<file path="src/rtl/dmux_stream.sv">
// dmux_stream
//   Routes a WIDTH-bit valid/ready packet stream to one of CHANNELS = 2**SEL_W
//   output channels through a single registered output stage. The destination
//   is taken from sel on the first beat of a packet and held until the beat
//   carrying in_last is accepted. Unselected lanes always read zero.
//
// Ports
//   clk        in   system clock, rising edge
//   reset      in   synchronous, active-high reset
//   in_data    in   [WIDTH-1:0] input beat data
//   in_valid   in   input beat present
//   in_last    in   input beat is the final beat of its packet
//   in_ready   out  block accepts a beat this cycle (combinational)
//   sel        in   [SEL_W-1:0] destination channel, sampled on first beat
//   out_data   out  [CHANNELS*WIDTH-1:0] lane k = bits [k*WIDTH +: WIDTH]
//   out_valid  out  [CHANNELS-1:0] one-hot (or zero) valid per channel
//   out_last   out  [CHANNELS-1:0] last flag per channel
//   out_ready  in   [CHANNELS-1:0] per-channel consumer ready
//   busy       out  1 while a packet is locked (FSM state == LOCKED)
//
// Handshake: a beat moves across an interface in any cycle where its valid
// and ready are both high. in_ready depends only on reset, the output
// register and out_ready of the channel currently held, never on in_valid.
// Once out_valid is raised it and its data hold until out_ready of that
// channel is seen high.

module dmux_stream #(
  parameter int WIDTH = 16,
  parameter int SEL_W = 2,
  localparam int CHANNELS = 2 ** SEL_W
) (
  input  logic                      clk,
  input  logic                      reset,
  input  logic [WIDTH-1:0]          in_data,
  input  logic                      in_valid,
  input  logic                      in_last,
  output logic                      in_ready,
  input  logic [SEL_W-1:0]          sel,
  output logic [CHANNELS*WIDTH-1:0] out_data,
  output logic [CHANNELS-1:0]       out_valid,
  output logic [CHANNELS-1:0]       out_last,
  input  logic [CHANNELS-1:0]       out_ready,
  output logic                      busy
);

  typedef enum logic {
    IDLE   = 1'b0,
    LOCKED = 1'b1
  } state_t;

  state_t             state;
  logic [SEL_W-1:0]   lock_ch;
  logic [SEL_W-1:0]   cur_ch;

  logic               accept;
  logic               transfer;
  logic [SEL_W-1:0]   ch;

  logic [CHANNELS*WIDTH-1:0] load_data;
  logic [CHANNELS-1:0]       load_valid;
  logic [CHANNELS-1:0]       load_last;

  // The output register can take a new beat when it is empty or when the
  // beat it holds leaves this cycle, giving one beat per cycle at full rate.
  assign in_ready = !reset && (!(|out_valid) || out_ready[cur_ch]);
  assign accept   = in_valid && in_ready;
  assign transfer = (|out_valid) && out_ready[cur_ch];

  // Mid-packet sel changes are ignored by taking the locked channel.
  assign ch = (state == IDLE) ? sel : lock_ch;

  assign busy = (state == LOCKED);

  // Next contents of the output register for an accepted beat: only lane ch
  // carries data; every other lane and last bit is zero.
  always_comb begin
    load_data  = '0;
    load_valid = '0;
    load_last  = '0;
    for (int k = 0; k < CHANNELS; k++) begin
      if (ch == SEL_W'(k)) begin
        load_data[k*WIDTH +: WIDTH] = in_data;
        load_valid[k]               = 1'b1;
        load_last[k]                = in_last;
      end
    end
  end

  always_ff @(posedge clk) begin
    if (reset) begin
      state     <= IDLE;
      lock_ch   <= '0;
      cur_ch    <= '0;
      out_data  <= '0;
      out_valid <= '0;
      out_last  <= '0;
    end else begin
      // Output register: reload on accept (covers transfer+accept with no
      // bubble), clear on a transfer with nothing new, otherwise hold.
      if (accept) begin
        out_data  <= load_data;
        out_valid <= load_valid;
        out_last  <= load_last;
        cur_ch    <= ch;
      end else if (transfer) begin
        out_data  <= '0;
        out_valid <= '0;
        out_last  <= '0;
      end

      // Packet lock FSM.
      case (state)
        IDLE: begin
          if (accept && !in_last) begin
            state   <= LOCKED;
            lock_ch <= sel;
          end
        end
        LOCKED: begin
          if (accept && in_last) begin
            state <= IDLE;
          end
        end
        default: state <= IDLE;
      endcase
    end
  end

endmodule

</file>
<file path="config.mk">
export PLATFORM = sky130hd
export DESIGN_NAME = dmux_stream
export DESIGN_NICKNAME = d
export VERILOG_FILES = /design/src/rtl/dmux_stream.sv
export SDC_FILE = /design/constraint.sdc
export NUM_CORES = 1
export LEC_CHECK = 0
export CAP_MARGIN = 20
export CORE_MARGIN = 2
export CORE_UTILIZATION = 30
export CTS_CLUSTER_DIAMETER = 30
export DETAILED_ROUTE_END_ITERATION = 7
export GPL_TIMING_DRIVEN = 0
export PLACE_DENSITY = 0.6
export SKIP_LAST_GASP = 1
export SLEW_MARGIN = 25
export SYNTH_ARGS = -nofsm -noshare
export SYNTH_HDL_FRONTEND = slang
export SYNTH_SLANG_ARGS = --single-unit
</file>
<file path="constraint.sdc">
create_clock -name clk -period 6 [get_ports clk]
set_clock_uncertainty 0.1 [all_clocks]
set_input_delay 1.2 -clock clk [delete_from_list [all_inputs] [get_ports clk]]
set_output_delay 1.2 -clock clk [all_outputs]
set_load 0.01 [all_outputs]
</file>
==> impl_metrics.yaml, run 1 <==
status:
  status: "completed"
global_routing:
  grt_pass1_vias: 2279
  grt_util_all_layers_pct: 16.2
  grt_pass1_wl_um: 12500
  antenna_found_initial: 0
  grt_max_degree: 14
  grt.overflow.total: 0
detailed_routing:
  finalWirelength_um: 7930
  final_antenna_net_count: 0
  wl_per_cell_um: 17.2
  drt-vias-per-instance: 5.03
  num_vias: 2325
  drt_iter0_drc: 71
  drc: 0
  firstDrtPassIters: 4
floorplan:
  die_h_um: 101
  io_pins: 100
  die_w_um: 101
  num_rows: 35
  fp.dieArea_mm2: 0.0101
  core_area_mm2: 0.00915
  start_util_pct: 30.6
place:
  dp_cells: 446
  placed_cell_area_mm2: 0.00391
  place_worst_setup_slack_ns: 1.93
  dp.final_hpwl_um: 5640
  io_buffers: 97
  gp_congestion: 0.731
synthesis:
  synthCells: 238
  syn-num-nets: 264
  ys_warn_count: 0
  ys_ff_latch: 77
  syn-cell-area_mm2: 0.00280
  yosysUniqueCellTypes: 31
  ys_seq_area_share_pct: 55.0
  synth_top_area_share_pct: 55.0
  yosysTopAreaCell: "dfxtp_1"
  ys_top_cells_by_area: "dfxtp_1 (55%), a22o_1 (10%), a22o_2 (6.4%)"
  postSynthAreaPerCell_um2: 11.8
clock_tree:
  cts_resized: 0
  cts_max_path_buffers: 2
  ctsRootBufferMaster: "clkbuf_8"
  path_clk_slew_ns: 0.08
  cts_tree: "done"
  clk_latency_ns: 0.34
  holdBufCountCts: 0
  postCtsSetupBuffers: 0
  cts_made_buffers: 9
  cts.sinks: 77
  htreeDepth: 3
power:
  peakVddDrop_uv: 123
  powerDensity_mw_per_mm2: 314
  leakage_nw: 1.57
timing:
  drv_slew: 0
  holdWs_ns: 0.381
  setup_viol: 0
  finalCriticalPeriod_ns: 4.06
  rsz0062_at_grt: "false"
  max-slew-margin-rel_pct: 44.8
  min_period_over_period_pct: 67.7
  clock.fmax_mhz: 246
  setup-tns-final_ns: 0
  worstMarginPinSlew_ns: 0.828
  timing.final.ws_setup_ns: 1.94
  finalHoldViolations: 0
critical_path:
  end_kind: "output pin"
  cp_max_fo: 3
  start_kind: "input port"
  cp_data_required_time_ns: 4.70
  cp.arrival_ns: 2.76
  path_class: "in2out"
finish:
  drive_gt1_share_pct: 16.5
  layout_commonest_cell: "clkdlybuf4s50_1"
  final_cell_mix: "clkdlybuf4s50_1 (97), dfxtp_1 (77), a22o_1 (33)"
  syn_to_final_growth_pct: 47.6
  nets: 372
  finalInstanceArea_mm2: 0.00414
  diodes: 0
  fin_cells: 462
job:
  cap_violations: 0
hold_path:
  min_path_type: "reg2reg"
-- synthesized netlist by cell type (all sizes together) --
library cell and number:
a222oi 1, nor4 1, a211oi 1, inv 3, clkbuf 8, o41ai 2, a21o 3, nor3 1
mux4 1, nor3b 3, and3b 1, nand2 3, or2 2, a22o 51, nand3 17, a31o 1
buf 13, mux2 2, a2bb2oi 17, dfxtp 77, o2bb2ai 1, nor2b 2, nor2 20, o311ai 2
mux2i 3, a21oi 2
-- registers in the layout, indices dropped and copies added, names as in the netlist, named ones only --
register,count
lock_ch,2
cur_ch,2
out_last,4
out_data,64
out_valid,4
-- critical path: stages --
cell and delay, ns:
clkdlybuf4s50_1 0.43, mux4_2 0.48, nor2_1 0.10, nor2_1 0.04
clkdlybuf4s50_1 0.51
-- report_power, final --
group          internal [mW]  total, mW  switching (mW)
Clock                  0.247      0.442           0.195
Combinational          0.149      0.290           0.142
Sequential             0.546      0.569          0.0228
Total                  0.942       1.30           0.360
-- layer usage --
| layer | share of wire, % | wire length, um | track usage, % | vias to the layer above |
|---|---|---|---|---|
| met5 | 0 | 0 | 0 | - |
| met3 | 5.1 | 407 | 2.84 | 12 |
| met2 | 46 | 3660 | 24.8 | 68 |
| met1 | 47 | 3720 | 22.4 | 1128 |
| li1 | - | - | - | 1117 |
| met4 | 1.8 | 142 | 6.95 | 0 |
-- cells by family after synthesis --
group,count (synthesis),share of synthesized area [%]
AO/OA/AOI/OAI,81,26.4
buffers and inverters,24,6.25
flip-flops,77,55.0
multiplexers,6,2.81
AND/OR/NAND/NOR,50,9.59
-- area by class of cell --
| class | count | area (um2) |
|---|---|---|
| Sequential cell | 77 | 1540 |
| Clock buffer | 11 | 141 |
| Clock inverter | 5 | 83.8 |
| Multi-Input combinational cell | 137 | 1090 |
| Fill cell | 853 | 5010 |
| Tap cell | 111 | 139 |
| Timing Repair Buffer | 97 | 971 |
| Buffer | 21 | 164 |
| Inverter | 3 | 11.3 |
-- worst paths after layout --
path         slack, ns          from            to  cells after the start
max               1.94  out_ready[1]      in_ready                      5
min               0.38  out_data[62]  out_data[62]                      1
max reg2reg       3.51      register  out_data[14]                      7
min reg2reg       0.38  out_data[62]  out_data[62]                      1
-- metrics by stage --
step | total power [mW] | utilization, %
after global routing | 1.36 | 45.2
after CTS | 1.32 | 45.2
after global placement | 0.872 | 42.8
after detailed placement | 0.875 | 42.8
final | 1.30 | 45.2
after floorplan | 0.742 | -
Note: power is estimated with default switching activity, not from simulation.
==> run 2: changes to the inputs <==
==> constraint.sdc (replaced) <==
create_clock -name clk -period 3.89 [get_ports clk]
set_clock_uncertainty 0.1 [all_clocks]
set_input_delay 0.778 -clock clk [delete_from_list [all_inputs] [get_ports clk]]
set_output_delay 0.778 -clock clk [all_outputs]
set_load 0.01 [all_outputs]
==> results of run 2 <==
Same layout as run 1 (identical final DEF). Status: completed.
Main changes from that run: setup slack after placement 1.93 ns -> 0.667 ns; setup slack after layout 1.94 ns -> 0.674 ns; register-to-register setup slack 3.51 ns -> 1.40 ns; total power 1.30 mW -> 2.01 mW; worst IR drop on VDD 123 uV -> 190 uV
==> run 3: changes to the inputs <==
--- a/config.mk
+++ b/config.mk
@@ -11,7 +11,7 @@
 export CTS_CLUSTER_DIAMETER = 30
 export DETAILED_ROUTE_END_ITERATION = 7
 export GPL_TIMING_DRIVEN = 0
-export PLACE_DENSITY = 0.6
+export PLACE_DENSITY = 0.62
 export SKIP_LAST_GASP = 1
 export SLEW_MARGIN = 25
 export SYNTH_ARGS = -nofsm -noshare
==> constraint.sdc (replaced) <==
create_clock -name clk -period 2.75 [get_ports clk]
set_clock_uncertainty 0.1 [all_clocks]
set_input_delay 0.55 -clock clk [delete_from_list [all_inputs] [get_ports clk]]
set_output_delay 0.55 -clock clk [all_outputs]
set_load 0.01 [all_outputs]
==> run 3 against run 2 <==
  * Clock power is 30% higher
  * Count of clock-buffer cells in the layout is 1 lower
  * Core utilization is 0.20 points lower
  * Flip-flop and latch count unchanged
  * Cell count did not move
  * Global-route usage fell by 0.11 points
  * Cell area fell by 0.45%
  * Combinational power grew 42%
  * Hold slack improved by 0.0019 ns
  * Die area stayed put
  * Wire length increased by 0.82%
  * Largest cell class unchanged
  * Highest routed layer unchanged
==> impl_metrics.yaml, run 3 (synthesis gave the netlist of run 1 again) <==
status:
  status: "completed"
finish:
  final_cell_mix: "clkdlybuf4s50_1 (96), dfxtp_1 (77), a22o_1 (33)"
  final_core_util_pct: 45.0
  nets: 372
  largest_reg_flops: 64
  syn_to_final_growth_pct: 46.9
  top_regs: "out_data (64), out_last (4), out_valid (4)"
  diodes: 0
  layout_commonest_cell: "clkdlybuf4s50_1"
  fin_cells: 462
  regMostFlops: "out_data"
  drive_gt1_share_pct: 16.8
global_routing:
  antenna_found_initial: 0
  grt_util_all_layers_pct: 16.1
  grt_max_degree: 15
  grt_pass1_vias: 2275
  grt.overflow.total: 0
  grt_pass1_wl_um: 12400
floorplan:
  io_pins: 100
  start_util_pct: 30.6
  die_w_um: 101
  num_rows: 35
  die_h_um: 101
  core_area_mm2: 0.00915
  fp.dieArea_mm2: 0.0101
detailed_routing:
  final_antenna_net_count: 0
  wl_per_cell_um: 17.3
  finalWirelength_um: 7990
  num_vias: 2299
  firstDrtPassIters: 4
  drt_iter0_drc: 66
  drt-vias-per-instance: 4.98
  drc: 0
power:
  power_switching_share_pct: 28.9
  combPwrFrac_pct: 23.0
  intPower_mw: 1.96
  leakage_nw: 1.56
  p_clk_share_pct: 32.0
  netSwitchingPower_mw: 0.797
  peakVddDrop_uv: 317
  powerDensity_mw_per_mm2: 670
  seq_power_share_pct: 45.0
job:
  cap_violations: 0
timing:
  setup-tns-final_ns: 0
  max-slew-margin-rel_pct: 40.1
  setup_viol: 0
  drv_slew: 0
  holdWs_ns: 0.383
  worstMarginPinSlew_ns: 0.873
  clock.fmax_mhz: 383
  min_period_over_period_pct: 94.9
  rsz0062_at_grt: "false"
  finalHoldViolations: 0
  finalCriticalPeriod_ns: 2.61
clock_tree:
  ctsRootBufferMaster: "clkbuf_8"
  cts_max_path_buffers: 2
  htreeDepth: 3
  holdBufCountCts: 0
  cts.sinks: 77
  cts_tree: "done"
  clk_latency_ns: 0.34
  path_clk_slew_ns: 0.08
  cts_made_buffers: 9
place:
  io_buffers: 97
  dp_cells: 446
  gp_congestion: 0.767
  dp.final_hpwl_um: 5740
critical_path:
  end_kind: "register"
  critical_path.max_stage_delay_ns: 0.75
  cp.arrival_ns: 2.73
  cp_data_required_time_ns: 2.87
  path_cells: "clkdlybuf4s50_1, mux2_4, a222oi_1, nor3b_2, buf_6, a22o_1"
  start_kind: "input port"
  worst_path_max_delay_cell: "a222oi_1"
  cp_max_fo: 10
  path_class: "in2reg"
hold_path:
  min_path_type: "reg2reg"
==> run 3: changes by cell type in the layout (fill, tap and decap cells not counted), sizes merged <==
cell,previous run,this run
clkinvlp,2,3
clkdlybuf4s50,97,96
dlygate4sd2,0,1
clkbuf,19,18
bufinv,2,1
inv,3,4
==> run 3: power groups by stage <==
stage               Clock, mW  Sequential [mW]  Combinational [mW]
floorplan                   0             1.29               0.325
global route            0.956             1.25               0.684
detailed placement          0             1.27               0.644
CTS                     0.899             1.24               0.644
finish                  0.884             1.24               0.635
global placement            0             1.26               0.636
==> run 3: per-stage QoR <==
stage | setup WS, ns | instance area [um2] | total power [mW]
global route | 0.00319 | 4120 | 2.89
floorplan | 0.543 | 2800 | 1.62
CTS | 0.148 | 4120 | 2.78
detailed placement | -0.194 | 3910 | 1.91
global placement | -0.147 | 3910 | 1.90
finish | 0.140 | 4120 | 2.76
==> run 3: what timing repair did <==
action,4_1_cts,5_1_grt
endpoints found under the setup margin,1,1
gates resized for setup,1,0
buffers inserted,0,0
gates cloned,0,0
pin swaps,0,1
==> run 3: area by class of cell <==
| cell class | count | area [um2] |
|---|---|---|
| timing repair buffer | 97 | 970 |
| tap | 111 | 139 |
| buffer | 21 | 164 |
| clock buffer | 10 | 138 |
| inverter | 3 | 11.3 |
| sequential | 77 | 1540 |
| multi-input combinational | 137 | 1090 |
| clock inverter | 6 | 70.1 |
| fill | 884 | 5030 |
==> run 3: critical path: cells and delay by family <==
| kind | cells | cell delay (ns) |
|---|---|---|
| AOI/OAI and AO/OA | 2 | 0.95 |
| buffers and inverters | 2 | 0.65 |
| muxes | 1 | 0.27 |
| and+or+nand+nor | 1 | 0.30 |
==> run 3: worst paths after layout <==
kind,startpoint,end,slack [ns],depth (start not counted)
min reg2reg,out_data[42],out_data[42],0.38,1
max,out_ready[0],out_data[29],0.14,6
min,out_data[42],out_data[42],0.38,1
max reg2reg,register,out_data[10],0.28,7
==> run 3: routing by layer <==
| metal | share of wire (%) | up-vias | global-route usage, % |
|---|---|---|---|
| met5 | 0 | - | 0 |
| met4 | 1.9 | 0 | 5.58 |
| met3 | 4.2 | 12 | 3.68 |
| met2 | 45 | 62 | 25.0 |
| met1 | 48 | 1110 | 22.0 |
| li1 | - | 1115 | - |
